`config.mk`:
```
export PLATFORM = sky130hd
export DESIGN_NAME = serial_add_sub
export DESIGN_NICKNAME = d
export VERILOG_FILES = /design/src/rtl/serial_alu_pkg.sv /design/src/rtl/full_adder.sv /design/src/rtl/serial_add_sub.sv
export SDC_FILE = /design/constraint.sdc
export NUM_CORES = 1
export LEC_CHECK = 0
export ABC_AREA = 1
export BUFFER_PORTS_ARGS = -buffer_cell sky130_fd_sc_hd__buf_2
export CORE_MARGIN = 8
export CORE_UTILIZATION = 56
export DETAILED_ROUTE_END_ITERATION = 7
export PLACE_DENSITY = 0.8
export SYNTH_ARGS = -nofsm -noshare
export SYNTH_HDL_FRONTEND = slang
export SYNTH_SLANG_ARGS = --single-unit
```
`constraint.sdc`:
```
create_clock -name clk -period 1.78 [get_ports clk]
set_input_delay 0.356 -clock clk [delete_from_list [all_inputs] [get_ports clk]]
set_output_delay 0.356 -clock clk [all_outputs]
set_load 0.01 [all_outputs]
```
`src/rtl/serial_alu_pkg.sv`:
```
// Shared types and constants for the bit-serial add/sub path.
package serial_alu_pkg;

  typedef enum logic [1:0] {
    IDLE = 2'd0,
    RUN  = 2'd1,
    DONE = 2'd2
  } state_t;

  localparam logic OP_ADD = 1'b0;
  localparam logic OP_SUB = 1'b1;

  // Bit-counter width for a given operand width; never narrower than one bit.
  function automatic int cnt_width(input int w);
    return ($clog2(w) < 1) ? 1 : $clog2(w);
  endfunction

endpackage

```
`src/rtl/full_adder.sv`:
```
// One-bit full adder cell; the only arithmetic element of the serial path.
module full_adder (
  input  logic a,
  input  logic b,
  input  logic cin,
  output logic sum,
  output logic cout
);

  assign sum  = a ^ b ^ cin;
  assign cout = (a & b) | (cin & (a ^ b));

endmodule

```
`src/rtl/serial_add_sub.sv`:
```
// Bit-serial adder/subtractor: one bit pair per clock through a single
// full_adder, LSB first, with ARM-style flags delivered on a done pulse.
module serial_add_sub
  import serial_alu_pkg::*;
#(
  parameter int WIDTH = 64
) (
  input  logic             clk,
  input  logic             reset,
  input  logic             start,
  input  logic             sub,
  input  logic [WIDTH-1:0] a,
  input  logic [WIDTH-1:0] b,
  output logic             busy,
  output logic             done,
  output logic [WIDTH-1:0] result,
  output logic             carry_out,
  output logic             overflow,
  output logic             zero,
  output logic             negative
);

  localparam int            CW   = cnt_width(WIDTH);
  localparam logic [CW-1:0] LAST = CW'(WIDTH - 1);

  state_t           state, state_next;
  logic [WIDTH-1:0] op_a, op_b, result_sr;
  logic             carry;
  logic [CW-1:0]    count;
  logic             fa_sum, fa_cout;
  logic             accept;
  logic             last_bit;
  logic             cin_msb;
  logic [WIDTH-1:0] final_sum;

  full_adder u_fa (
    .a    (op_a[0]),
    .b    (op_b[0]),
    .cin  (carry),
    .sum  (fa_sum),
    .cout (fa_cout)
  );

  // A new op is taken whenever the engine is not mid-operation.
  assign accept    = start && (state != RUN);
  assign last_bit  = (state == RUN) && (count == LAST);
  // On the final RUN edge the carry flop holds the carry into the MSB.
  assign cin_msb   = carry;
  assign final_sum = {fa_sum, result_sr[WIDTH-1:1]};

  // State register.
  always_ff @(posedge clk or negedge reset) begin
    if (!reset) state <= IDLE;
    else        state <= state_next;
  end

  // Next-state logic.
  always_comb begin
    state_next = state;
    case (state)
      IDLE:    if (start) state_next = RUN;
      RUN:     if (count == LAST) state_next = DONE;
      DONE:    state_next = start ? RUN : IDLE;
      default: state_next = IDLE;
    endcase
  end

  // Handshake outputs decoded from state.
  always_comb begin
    busy = (state == RUN);
    done = (state == DONE);
  end

  // Operand load and per-bit shift of operands, partial result and carry.
  always_ff @(posedge clk or negedge reset) begin
    if (!reset) begin
      op_a      <= '0;
      op_b      <= '0;
      result_sr <= '0;
      carry     <= 1'b0;
      count     <= '0;
    end else if (accept) begin
      op_a  <= a;
      op_b  <= (sub == OP_SUB) ? ~b : b;
      carry <= sub;
      count <= '0;
    end else if (state == RUN) begin
      op_a      <= op_a >> 1;
      op_b      <= op_b >> 1;
      result_sr <= final_sum;
      carry     <= fa_cout;
      count     <= count + CW'(1);
    end
  end

  // Result and flags are captured once, on the edge that enters DONE.
  always_ff @(posedge clk or negedge reset) begin
    if (!reset) begin
      result    <= '0;
      carry_out <= 1'b0;
      overflow  <= 1'b0;
      zero      <= 1'b0;
      negative  <= 1'b0;
    end else if (last_bit) begin
      result    <= final_sum;
      carry_out <= fa_cout;
      overflow  <= cin_msb ^ fa_cout;
      zero      <= (final_sum == '0);
      negative  <= fa_sum;
    end
  end

endmodule

```
# Yosys cells after proc, flatten, opt, wreduce, memory -nomap -nowiden
# Index checks and enable logic that the tools add are counted.
# totals
regBits,269
in_bits,132
output_inout_bits,70
word_cells,46
# op_classes
add_sub_neg,1
n_eq_ne,6
n_mux,13
bitwise,8
n_reduce_logical,7
# op_table
cell,count
$mux 64,5
$logic_not 64->1,1
$not 64->64,1
$mux 6,2
$add 6x1->6 const B,1
$eq 6x6->1 const B,1
$pmux 2 s3,1
$mux 2,2
$ne 2x1->1 const B,2
$reduce_and 2->1,2
$mux 1,3
$xor 1x1->1,3
$and 1x1->1,2
$eq 2x1->1 const B,1
$eq 2x2->1 const B,1
$logic_and 1x1->1,2
$logic_not 2->1,1
$ne 2x2->1 const B,1
$reduce_bool 2->1,1
$not 1->1,1
$or 1x1->1,1

# Logic depth before layout (Yosys ltp)
# Gate-level depths: netlist (run 1).
# logic_depth
ltp_word,5
mapped_depth,8
ltp_nobuf,8

# Modules after synthesis
# Synthesis (run 1) repeated with hierarchy kept, for this count alone.
# hier_totals
hier_cells,1243
area_unflattened_um2,11566.1
# modules_own_cells
mod,instances,cells_per_inst,area_each_um2,seq_area_each_um2
serial_add_sub,1,1242,11546.1,6681.4
full_adder,1,1,20.0,0.0

# Least setup slack after synthesis (run 1)
# Ideal clock, no wire load.
# synth_timing
path_kind,register -> register
from,register carry
to,register zero
setup_time_ns,0.065
arrival_ns,1.387
required_time_ns,1.715
path_slack_ns,0.328
stages_incl_launch_ff,9
path_buffers,0
synth_period_minus_slack_ns,1.452
path_cell_list,dfrtp_1 > fa_1 > nor2_1 > nand2_1 > nor2_1 > nand2_1 > nor2_1 > nand3_1 > nand2_1
# synth_via
elab_chain_cells,2
# synth_rtl
item,line,source
from (decl),serial_add_sub.sv:28,logic carry;
from (signal assigned),serial_add_sub.sv:85,carry <= sub;
from (signal assigned),serial_add_sub.sv:91,carry <= fa_cout;
$xor 1x1->1,full_adder.sv:10,assign sum = a ^ b ^ cin;
named net fa_sum,serial_add_sub.sv:30,"logic fa_sum, fa_cout;"
$logic_not 64->1,serial_add_sub.sv:108,zero <= (final_sum == '0);
to (signal assigned),serial_add_sub.sv:108,
to (decl),serial_add_sub.sv:19,"output logic zero,"
# The timed path passes the listed nets, and every way through them passes these cells.
# A chain may end at the register's enable or synchronous reset.

# Worst setup path in the final report (run 1)
# layout_timing
from,register state[1]
to,output busy
# layout_via
elab_chain_cells,1
# layout_rtl
item,line,source
from (decl),serial_add_sub.sv:26,"state_t state, state_next;"
from (signal assigned),serial_add_sub.sv:54,else state <= state_next;
$eq 2x1->1,serial_add_sub.sv:70,busy = (state == RUN);
to (decl),serial_add_sub.sv:14,"output logic busy,"
# No other way between the ends.

==> impl_metrics.env, run 1 <==
export IMPL_postPlaceCellArea_um2=12900
export IMPL_grtUsageTotal=0.200
export IMPL_clock_sink_count=267
export IMPL_final_setup_tns_ns=0
export IMPL_ys_warn_count=0
export IMPL_power_density_nw_per_um2=1310
export IMPL_p_clk_frac=0.331
export IMPL_total_switching_power_uw=5370
export IMPL_grt_overflow_total=0
export IMPL_netlist_cell_type_count=27
export IMPL_power_uw=18500
export IMPL_crit_fanout=6
export IMPL_seq_power_share=0.466
export IMPL_cell_at_the_root_of_the_clock_tree="sky130_fd_sc_hd__clkbuf_16"
export IMPL_drive_above_1_share=0.204
export IMPL_globalplace_congestion=0.794
export IMPL_clock_skew_final_ns=0.0102
export IMPL_timing_critical_path_from_type="register"
export IMPL_worst_path_clk_slew_ns=0.06
export IMPL_die_height_um=160
export IMPL_p_leak_uw=0.00685
export IMPL_grt_first_pass_wirelength_mm=43.8
export IMPL_layout_cells_most_common_list="341 x sky130_fd_sc_hd__nand2_1, 266 x sky130_fd_sc_hd__dfrtp_1, 198 x sky130_fd_sc_hd__buf_2, 169 x sky130_fd_sc_hd__inv_1, 83 x sky130_fd_sc_hd__o221ai_1"
export IMPL_register_area_um2=6680
export IMPL_maxCapViolCount=0
export IMPL_totalWireLength_mm=26.4
export IMPL_fin_worst_hold_slack_ns=0.0412
export IMPL_timing_hold_worst_class="input port to register"
export IMPL_tritoncts_clock_tree="built"
export IMPL_internal_power_uw=13100
export IMPL_yosysSeqAreaShare=0.573
export IMPL_antenna_found_initial=1
export IMPL_multi_input_comb_area_um2=3910
export IMPL_syn2layout_area_growth_pct=20.5
export IMPL_dp_hpwl_mm=17.3
export IMPL_synth_area_um2=11700
export IMPL_core_area_um2=20400
export IMPL_most_frequent_standard_cell_in_the_layout_excluding_fill_and_tap_cells="sky130_fd_sc_hd__nand2_1"
export IMPL_comb_power_share=0.202
export IMPL_drtAntennaViolNets=0
export IMPL_clock_latency_ns=0.53
export IMPL_setup_viol=0
export IMPL_drt_initial_drc_count=537
export IMPL_max_slew_margin_rel=0.643
export IMPL_crit_required_ns=1.42
export IMPL_status="finished, final reports clean"
export IMPL_worstMarginPinSlew_ns=0.535
export IMPL_fmax_ghz=0.586
export IMPL_final_design_area_no_fill_um2=14100
export IMPL_port_buffers=201
export IMPL_floorplan_die_area_um2=25700
export IMPL_via_count_of_the_first_global_routing_pass=9027
export IMPL_post_synth_net_total=1380
export IMPL_nets=1565
export IMPL_worstSetupEndpointType="primary output"
export IMPL_grt_setup_unrepaired="no"
export IMPL_layout_filler_cells=1560
export IMPL_synth_ff_latch_count=267
export IMPL_drt_wirelength_per_cell_um=15.3
export IMPL_die_span_x_um=160
export IMPL_timing_final_crit_share=0.958
export IMPL_cts_inserted_buffers=28
export IMPL_maxSlewViolCount=0
export IMPL_viasPerCell=5.26
export IMPL_critical_path_class="register to primary output"
export IMPL_drc_errors=0
export IMPL_ctsHtreeMaxLevel=1
export IMPL_final_design_utilization=0.690
export IMPL_finalCriticalPeriod_ns=1.71
export IMPL_power_share_switching=0.291
export IMPL_synthCells=1246
export IMPL_maximum_number_of_pins_on_one_net_before_global_route_repair=152
export IMPL_num_rows=52
export IMPL_post_synth_cell_area_avg_um2=9.36
export IMPL_detailroute_via_count=9075
export IMPL_drt_first_pass_iters=5
export IMPL_timing_final_hold_violations=0
export IMPL_peakVddDrop_v=0.000700
export IMPL_initial_utilization=0.572
export IMPL_boundaryPins=202
export IMPL_crit_arrival_ns=1.35
export IMPL_buffer_depth_of_the_longest_clock_path=3
-- logic make-up (layout without fill, tap and decap cells) --
group | after synthesis | count (layout) | synth area share
muxes | 1 | 1 | 0.000859
other | 0 | 1 | 0
buffers and inverters | 251 | 458 | 0.0943
DFF | 267 | 267 | 0.573
adders and majority gates | 2 | 2 | 0.00279
xor gates and xnor gates | 64 | 64 | 0.0481
and+or+nand+nor | 410 | 410 | 0.135
AOI/OAI and AO/OA | 251 | 251 | 0.145
-- sequential cells by signal, summed over array words and instances (netlist names) --
signal,count
op_a,64
op_b,64
result,64
result_sr,63
count,6
state,2
carry,1
carry_out,1
overflow,1
zero,1
-- per-layer routing --
layer  track usage  up-vias  share of wire
met3        0.0363       55          0.055
li1              -     4408              -
met2         0.322      292           0.47
met4        0.0633        0          0.025
met5             0        -              0
met1         0.273     4320           0.45
-- cells in the mapped netlist --
cell type	count	share of area
sky130_fd_sc_hd__nand3_1	21	0.0090
sky130_fd_sc_hd__o32ai_1	1	0.00075
sky130_fd_sc_hd__buf_2	30	0.013
sky130_fd_sc_hd__nand3_2	1	0.00086
sky130_fd_sc_hd__ha_1	1	0.0011
sky130_fd_sc_hd__o31ai_1	1	0.00064
sky130_fd_sc_hd__a21oi_1	1	0.00043
sky130_fd_sc_hd__clkbuf_1	30	0.0097
sky130_fd_sc_hd__a22o_1	1	0.00075
sky130_fd_sc_hd__nand2_1	342	0.11
sky130_fd_sc_hd__fa_1	1	0.0017
sky130_fd_sc_hd__xor2_1	62	0.047
sky130_fd_sc_hd__mux2i_1	1	0.00086
sky130_fd_sc_hd__buf_4	4	0.0026
sky130_fd_sc_hd__o21ai_2	10	0.0075
sky130_fd_sc_hd__o221ai_1	83	0.062
sky130_fd_sc_hd__nand2_2	2	0.0011
sky130_fd_sc_hd__o21ai_0	71	0.030
sky130_fd_sc_hd__o211ai_1	32	0.021
sky130_fd_sc_hd__nor2_2	1	0.00054
sky130_fd_sc_hd__dfrtp_1	267	0.57
sky130_fd_sc_hd__o21ai_1	51	0.022
sky130_fd_sc_hd__inv_1	170	0.055
sky130_fd_sc_hd__nor2_1	43	0.014
sky130_fd_sc_hd__inv_2	3	0.00097
sky130_fd_sc_hd__buf_6	14	0.014
sky130_fd_sc_hd__xnor2_1	2	0.0015
-- power by group through the flow --
stage	sequential, uW	clock (uW)	combinational [uW]
6_report	8610	6110	3730
5_1_grt	8780	6460	4280
4_1_cts	8580	6210	3750
3_5_place_dp	8670	0	3670
3_3_place_gp	8600	0	3510
2_1_floorplan	8460	0	2710
-- critical path, stage by stage, from the launching register on --
cell	delay, ns
sky130_fd_sc_hd__dfrtp_1	0.37
sky130_fd_sc_hd__inv_2	0.10
sky130_fd_sc_hd__nand2_8	0.07
sky130_fd_sc_hd__inv_6	0.08
sky130_fd_sc_hd__buf_12	0.11
sky130_fd_sc_hd__buf_6	0.10
-- through the flow --
step	cells	setup WS [ns]
after global routing	1724	0.00700
final	1724	0.0749
after global placement	1660	0.249
after CTS	1716	0.0290
after detailed placement	1660	0.163
after floorplan	1246	0.328
-- cell type report --
| class | instances | area share |
|---|---|---|
| repair buffers | 233 | 0.105 |
| clock inverters | 8 | 0.00890 |
| multi-input cells | 728 | 0.278 |
| well taps | 270 | 0.0240 |
| clock buffers | 44 | 0.0613 |
| diodes | 1 | 0.000178 |
| inverters | 173 | 0.0467 |
| flip-flops and latches | 267 | 0.476 |
-- final timing paths --
kind                            start       endpoint  slack [ns]  cells after the start
setup / recovery             state[1]           busy        0.07                      5
hold / removal                  a[24]       op_a[24]        0.04                      3
setup reg to reg             count[0]     result[41]        0.15                      7
hold reg to reg            result[14]     result[14]        0.48                      2
max in group asynchronous       reset       op_b[21]        0.78                      3
min in group asynchronous       reset  result_sr[11]        0.32                      2
-- timing repair --
item	4_1_cts	5_1_grt
buffers inserted	2	6
hold buffers	1	0
resized for setup	9	6
endpoints found under the hold margin	38	0
pin swaps	1	1
gates cloned	1	1
endpoints found under the setup margin	1	16
Power figures use the tool's default switching activity.
==> run 2, diff against run 1 <==
--- a/config.mk
+++ b/config.mk
@@ -8,9 +8,9 @@
 export ABC_AREA = 1
 export BUFFER_PORTS_ARGS = -buffer_cell sky130_fd_sc_hd__buf_2
 export CORE_MARGIN = 8
-export CORE_UTILIZATION = 56
+export CORE_UTILIZATION = 52
 export DETAILED_ROUTE_END_ITERATION = 7
-export PLACE_DENSITY = 0.8
+export PLACE_DENSITY = 0.75
 export SYNTH_ARGS = -nofsm -noshare
 export SYNTH_HDL_FRONTEND = slang
 export SYNTH_SLANG_ARGS = --single-unit
==> run 2 against run 1 <==
Against the previous run:
- wire length decreased by 3.6%
- register-to-register slack improved by 0.06 ns
- via count decreased by 2.9%
- first-iteration DRC count increased by 34%
- cell area decreased by 0.99%
- worst hold slack got worse by 0.010 ns
- die area increased by 6.9%
- critical path type unchanged
==> impl_metrics.env, run 2 (synthesis gave the netlist of run 1 again) <==
export IMPL_postPlaceCellArea_um2=12900
export IMPL_maximum_number_of_pins_on_one_net_before_global_route_repair=128
export IMPL_die_span_x_um=166
export IMPL_final_setup_tns_ns=0
export IMPL_antenna_found_initial=1
export IMPL_port_buffers=201
export IMPL_worstSetupEndpointType="primary output"
export IMPL_worst_path_clk_slew_ns=0.06
export IMPL_maxCapViolCount=0
export IMPL_die_height_um=166
export IMPL_fin_worst_hold_slack_ns=0.0307
export IMPL_grt_first_pass_wirelength_mm=42.9
export IMPL_ctsHtreeMaxLevel=1
export IMPL_most_frequent_standard_cell_in_the_layout_excluding_fill_and_tap_cells="sky130_fd_sc_hd__nand2_1"
export IMPL_clock_sink_count=267
export IMPL_finalCriticalPeriod_ns=1.73
export IMPL_tritoncts_clock_tree="built"
export IMPL_fmax_ghz=0.578
export IMPL_grtUsageTotal=0.180
export IMPL_drt_first_pass_iters=4
export IMPL_initial_utilization=0.533
export IMPL_cell_at_the_root_of_the_clock_tree="sky130_fd_sc_hd__clkbuf_16"
export IMPL_buffer_depth_of_the_longest_clock_path=3
export IMPL_critical_path_class="register to primary output"
export IMPL_numPlacedInstances=1668
export IMPL_timing_reg2reg_setup_slack_ns=0.21
export IMPL_peakVddDrop_v=0.000704
export IMPL_globalplace_congestion=0.788
export IMPL_setup_viol=0
export IMPL_drt_wirelength_per_cell_um=14.8
export IMPL_timing_final_crit_share=0.972
export IMPL_totalWireLength_mm=25.5
export IMPL_viasPerCell=5.12
export IMPL_power_density_nw_per_um2=1300
export IMPL_p_leak_uw=0.00680
export IMPL_worstMarginPinSlew_ns=0.466
export IMPL_core_area_um2=21900
export IMPL_floorplan_die_area_um2=27500
export IMPL_clock_skew_final_ns=0.0117
export IMPL_reg_top3="op_a x64, op_b x64, result x64"
export IMPL_syn2layout_area_growth_pct=19.3
export IMPL_drive_above_1_share=0.200
export IMPL_timing_final_hold_violations=0
export IMPL_timing_critical_path_from_type="register"
export IMPL_dp_hpwl_mm=16.8
export IMPL_drc_errors=0
export IMPL_final_design_area_no_fill_um2=13900
export IMPL_final_design_utilization=0.636
export IMPL_layout_cells_most_common_list="341 x sky130_fd_sc_hd__nand2_1, 266 x sky130_fd_sc_hd__dfrtp_1, 198 x sky130_fd_sc_hd__buf_2, 169 x sky130_fd_sc_hd__inv_1, 83 x sky130_fd_sc_hd__o221ai_1"
export IMPL_grt_overflow_total=0
export IMPL_clock_latency_ns=0.53
export IMPL_drt_initial_drc_count=719
export IMPL_boundaryPins=202
export IMPL_crit_required_ns=1.42
export IMPL_detailroute_via_count=8812
export IMPL_crit_fanout=6
export IMPL_via_count_of_the_first_global_routing_pass=8795
export IMPL_cts_inserted_buffers=27
export IMPL_finalNonFillerCells=1722
export IMPL_num_rows=54
export IMPL_maxSlewViolCount=0
export IMPL_timing_hold_worst_class="input port to register"
export IMPL_status="finished, final reports clean"
export IMPL_crit_arrival_ns=1.37
export IMPL_drtAntennaViolNets=0
export IMPL_nets=1557
export IMPL_max_slew_margin_rel=0.690
export IMPL_grt_setup_unrepaired="no"
run 2: cell types whose count changed in the layout (fill, tap and decap cells not counted):
cell,delta
sky130_fd_sc_hd__buf_4,-6
sky130_fd_sc_hd__clkinv_2,+5
sky130_fd_sc_hd__clkinvlp_4,-4
sky130_fd_sc_hd__buf_12,+3
sky130_fd_sc_hd__clkbuf_1,-3
sky130_fd_sc_hd__clkbuf_16,-3
sky130_fd_sc_hd__buf_16,-2
sky130_fd_sc_hd__buf_6,-1
sky130_fd_sc_hd__clkbuf_8,-1
sky130_fd_sc_hd__inv_4,-1
sky130_fd_sc_hd__inv_8,+1
run 2: area by class of cell:
| cell class | instances | area, um^2 |
|---|---|---|
| repair buffers | 226 | 1400 |
| inverters | 173 | 658 |
| flip-flops and latches | 267 | 6680 |
| multi-input cells | 728 | 3910 |
| diodes | 1 | 2.50 |
| clock inverters | 9 | 124 |
| fillers | 1793 | 7980 |
| well taps | 280 | 350 |
| clock buffers | 38 | 787 |
run 2: metal layers:
metal  wire (um)  vias to the layer above  track usage
met4         568                        0       0.0486
met5           0                        -            0
met3        1310                       49       0.0334
met1       12100                     4153        0.257
li1            -                     4382            -
met2       11500                      228        0.277
run 2: worst paths after layout:
check,start,to,cells past startpoint
worst min-delay path,a[59],op_a[59],3
max in group asynchronous,reset,result_sr[45],3
min in group asynchronous,reset,result[12],2
worst max-delay path,state[0],busy,4
worst max register to register,state[0],op_a[11],6
worst min register to register,result[15],result[15],2
run 2: where the power goes:
| part | switching [uW] | total [uW] | leakage, uW | internal (uW) |
|---|---|---|---|---|
| clock | 2270 | 5760 | 0.000454 | 3490 |
| sequential | 800 | 8550 | 0.00341 | 7750 |
| combinational | 2180 | 3750 | 0.00294 | 1570 |
run 2: per-stage QoR:
step,worst slack [ns],total power [uW]
2_1_floorplan,0.328,11200
3_3_place_gp,0.253,12100
3_5_place_dp,0.232,12300
4_1_cts,0.00625,18200
5_1_grt,0.00534,19200
6_report,0.0492,18100
run 2: critical path: stages, from the launching register on:
cell and delay (ns):
sky130_fd_sc_hd__dfrtp_2 0.45, sky130_fd_sc_hd__nand2_8 0.13, sky130_fd_sc_hd__inv_8 0.04, sky130_fd_sc_hd__buf_12 0.12, sky130_fd_sc_hd__buf_6 0.11
run 2: what timing repair did:
action / 4_1_cts / 5_1_grt
endpoints found under the setup margin: 1 / 1
hold buffers: 1 / 0
buffers inserted: 3 / 1
cloned: 1 / 0
endpoints found under the hold margin: 38 / 0
resized for setup: 5 / 1
pin swaps: 1 / 1
==> run 3, diff against run 2 <==
--- a/config.mk
+++ b/config.mk
@@ -8,9 +8,9 @@
 export ABC_AREA = 1
 export BUFFER_PORTS_ARGS = -buffer_cell sky130_fd_sc_hd__buf_2
 export CORE_MARGIN = 8
-export CORE_UTILIZATION = 52
+export CORE_UTILIZATION = 50
 export DETAILED_ROUTE_END_ITERATION = 7
-export PLACE_DENSITY = 0.75
+export PLACE_DENSITY = 0.72
 export SYNTH_ARGS = -nofsm -noshare
 export SYNTH_HDL_FRONTEND = slang
 export SYNTH_SLANG_ARGS = --single-unit
==> run 3 against run 2 <==
Against the previous run:
- setup slack gained 0.022 ns
- sequential power about the same
- wire length grew 2.9%
- total power grew 0.62%
- non-clock buffer count up 4
- die area is 3.6% higher
- critical endpoint unchanged
- largest cell class unchanged
- largest power group unchanged
==> impl_metrics.env, run 3 (synthesis gave the netlist of run 1 again) <==
export IMPL_reg2reg_from="state[1]"
export IMPL_tritoncts_clock_tree="built"
export IMPL_syn2layout_area_growth_pct=19.9
export IMPL_timing_critical_path_from_type="register"
export IMPL_boundaryPins=202
export IMPL_critical_path_slowest_cell="sky130_fd_sc_hd__dfrtp_1"
export IMPL_timing_final_hold_violations=0
export IMPL_grt_setup_unrepaired="no"
export IMPL_ctsHtreeMaxLevel=1
export IMPL_drt_initial_drc_count=573
export IMPL_maximum_number_of_pins_on_one_net_before_global_route_repair=107
export IMPL_finalCriticalPeriod_ns=1.71
export IMPL_final_setup_tns_ns=0
export IMPL_reg2reg_to="op_a[62]"
export IMPL_timing_hold_worst_class="input port to register"
export IMPL_reg_top3="op_a x64, op_b x64, result x64"
export IMPL_crit_fanout=4
export IMPL_peakVddDrop_v=0.000656
export IMPL_fmax_ghz=0.585
export IMPL_worstRegToRegCells=8
export IMPL_postPlaceCellArea_um2=13000
export IMPL_worstMarginPinSlew_ns=0.551
export IMPL_buffer_depth_of_the_longest_clock_path=3
export IMPL_cts_inserted_buffers=27
export IMPL_clock_skew_final_ns=0.0132
export IMPL_layout_filler_cells=2003
export IMPL_drive_above_1_share=0.205
export IMPL_detailroute_via_count=8886
export IMPL_most_frequent_standard_cell_in_the_layout_excluding_fill_and_tap_cells="sky130_fd_sc_hd__nand2_1"
export IMPL_grt_first_pass_wirelength_mm=43.8
export IMPL_crit_arrival_ns=1.35
export IMPL_cell_at_the_root_of_the_clock_tree="sky130_fd_sc_hd__clkbuf_16"
export IMPL_final_critical_path_setup_slack_ns=0.0713
export IMPL_grt_overflow_total=0
export IMPL_worstPathCellList="inv_2 > nand2_8 > inv_6 > buf_6 > buf_2"
export IMPL_power_density_nw_per_um2=1300
export IMPL_max_slew_margin_rel=0.633
export IMPL_status="finished, final reports clean"
export IMPL_floorplan_die_area_um2=28500
export IMPL_final_design_area_no_fill_um2=14000
export IMPL_num_rows=56
export IMPL_maxCapViolCount=0
export IMPL_worstSetupEndpointType="primary output"
export IMPL_worst_path_clk_slew_ns=0.07
export IMPL_totalWireLength_mm=26.2
export IMPL_critical_path_class="register to primary output"
export IMPL_drc_errors=0
export IMPL_antenna_found_initial=1
export IMPL_timing_hold_worst_path_depth=3
export IMPL_clock_latency_ns=0.52
export IMPL_port_buffers=201
export IMPL_globalplace_congestion=0.783
export IMPL_timing_reg2reg_setup_slack_ns=0.12
export IMPL_holdPathEnd="op_a[47]"
export IMPL_grtUsageTotal=0.183
export IMPL_maxSlewViolCount=0
export IMPL_slowest_stage_delay_on_critical_path_ns=0.37
export IMPL_crit_required_ns=1.42
export IMPL_via_count_of_the_first_global_routing_pass=8911
export IMPL_drtAntennaViolNets=0
export IMPL_dp_hpwl_mm=17.6
export IMPL_nets=1561
export IMPL_min_delay_start="a[47]"
export IMPL_die_span_x_um=169
export IMPL_clock_sink_count=267
export IMPL_drt_wirelength_per_cell_um=14.9
export IMPL_p_leak_uw=0.00681
export IMPL_setup_viol=0
export IMPL_viasPerCell=5.03
export IMPL_layout_cells_most_common_list="341 x sky130_fd_sc_hd__nand2_1, 266 x sky130_fd_sc_hd__dfrtp_1, 199 x sky130_fd_sc_hd__buf_2, 169 x sky130_fd_sc_hd__inv_1, 83 x sky130_fd_sc_hd__o221ai_1"
export IMPL_core_area_um2=23200
export IMPL_timing_final_crit_share=0.960
export IMPL_initial_utilization=0.503
export IMPL_dp_worst_setup_slack_ns=0.211
export IMPL_drt_first_pass_iters=5
export IMPL_die_height_um=169
run 3: changes by cell type in the layout (fill, tap and decap cells not counted), moves of 2 or more:
cell / previous run / this run
sky130_fd_sc_hd__clkinv_2: 6 / 8
sky130_fd_sc_hd__clkbuf_1: 4 / 1
sky130_fd_sc_hd__clkbuf_8: 7 / 9
sky130_fd_sc_hd__buf_4: 11 / 16
sky130_fd_sc_hd__buf_12: 13 / 9
run 3: through the flow:
stage                     hold WS [ns]  utilization  instances  power, uW
after floorplan                 0.0604            -       1246      11200
after global placement           0.272        0.559       1712      12200
after detailed placement         0.276        0.559       1712      12400
after CTS                       0.0143        0.601       1764      18300
after global routing            0.0277        0.603       1766      19300
final                           0.0392        0.603       1766      18200
run 3: worst max path at each step:
stage	slack [ns]	end	cells after the start	start
finish	0.07	busy	5	state[1]
global placement	0.25	zero	8	carry
floorplan	0.33	zero	8	carry
global route	0.008	busy	5	state[1]
detailed placement	0.21	op_b[9]	3	state[0]
CTS	0.04	busy	5	state[1]
run 3: cell type report:
type / instances / area (um^2) / share of cell area
sequential: 267 / 6680 / 0.478
multi-input combinational: 728 / 3910 / 0.279
timing repair buffer: 230 / 1400 / 0.0999
clock buffer: 37 / 803 / 0.0575
inverter: 173 / 656 / 0.0469
tap: 319 / 399 / 0.0286
clock inverter: 11 / 133 / 0.00949
antenna: 1 / 2.50 / 0.000179
run 3: routing by layer:
metal / wire length, um / track usage / up-vias
li1: - / - / 4388
met2: 12000 / 0.289 / 223
met1: 12500 / 0.261 / 4248
met3: 1400 / 0.0324 / 27
met5: 0 / 0 / -
met4: 337 / 0.0411 / 0
run 3: what timing repair did:
item	in CTS	in global routing
resized for setup	5	2
pin swaps	1	0
cloned	0	1
endpoints found under the setup margin	1	9
setup buffers	3	0
endpoints found under the hold margin	37	0
hold buffers	1	0
run 3: critical path, delay by kind of cell, from the launching register on:
kind | cells | cell delay (ns)
and+or+nand+nor | 1 | 0.06
buffers and inverters | 4 | 0.38
DFF | 1 | 0.37
run 3: power breakdown:
part	switching [uW]	total, uW	internal [uW]
sequential	813	8570	7750
combinational	2200	3750	1550
clock	2290	5860	3570
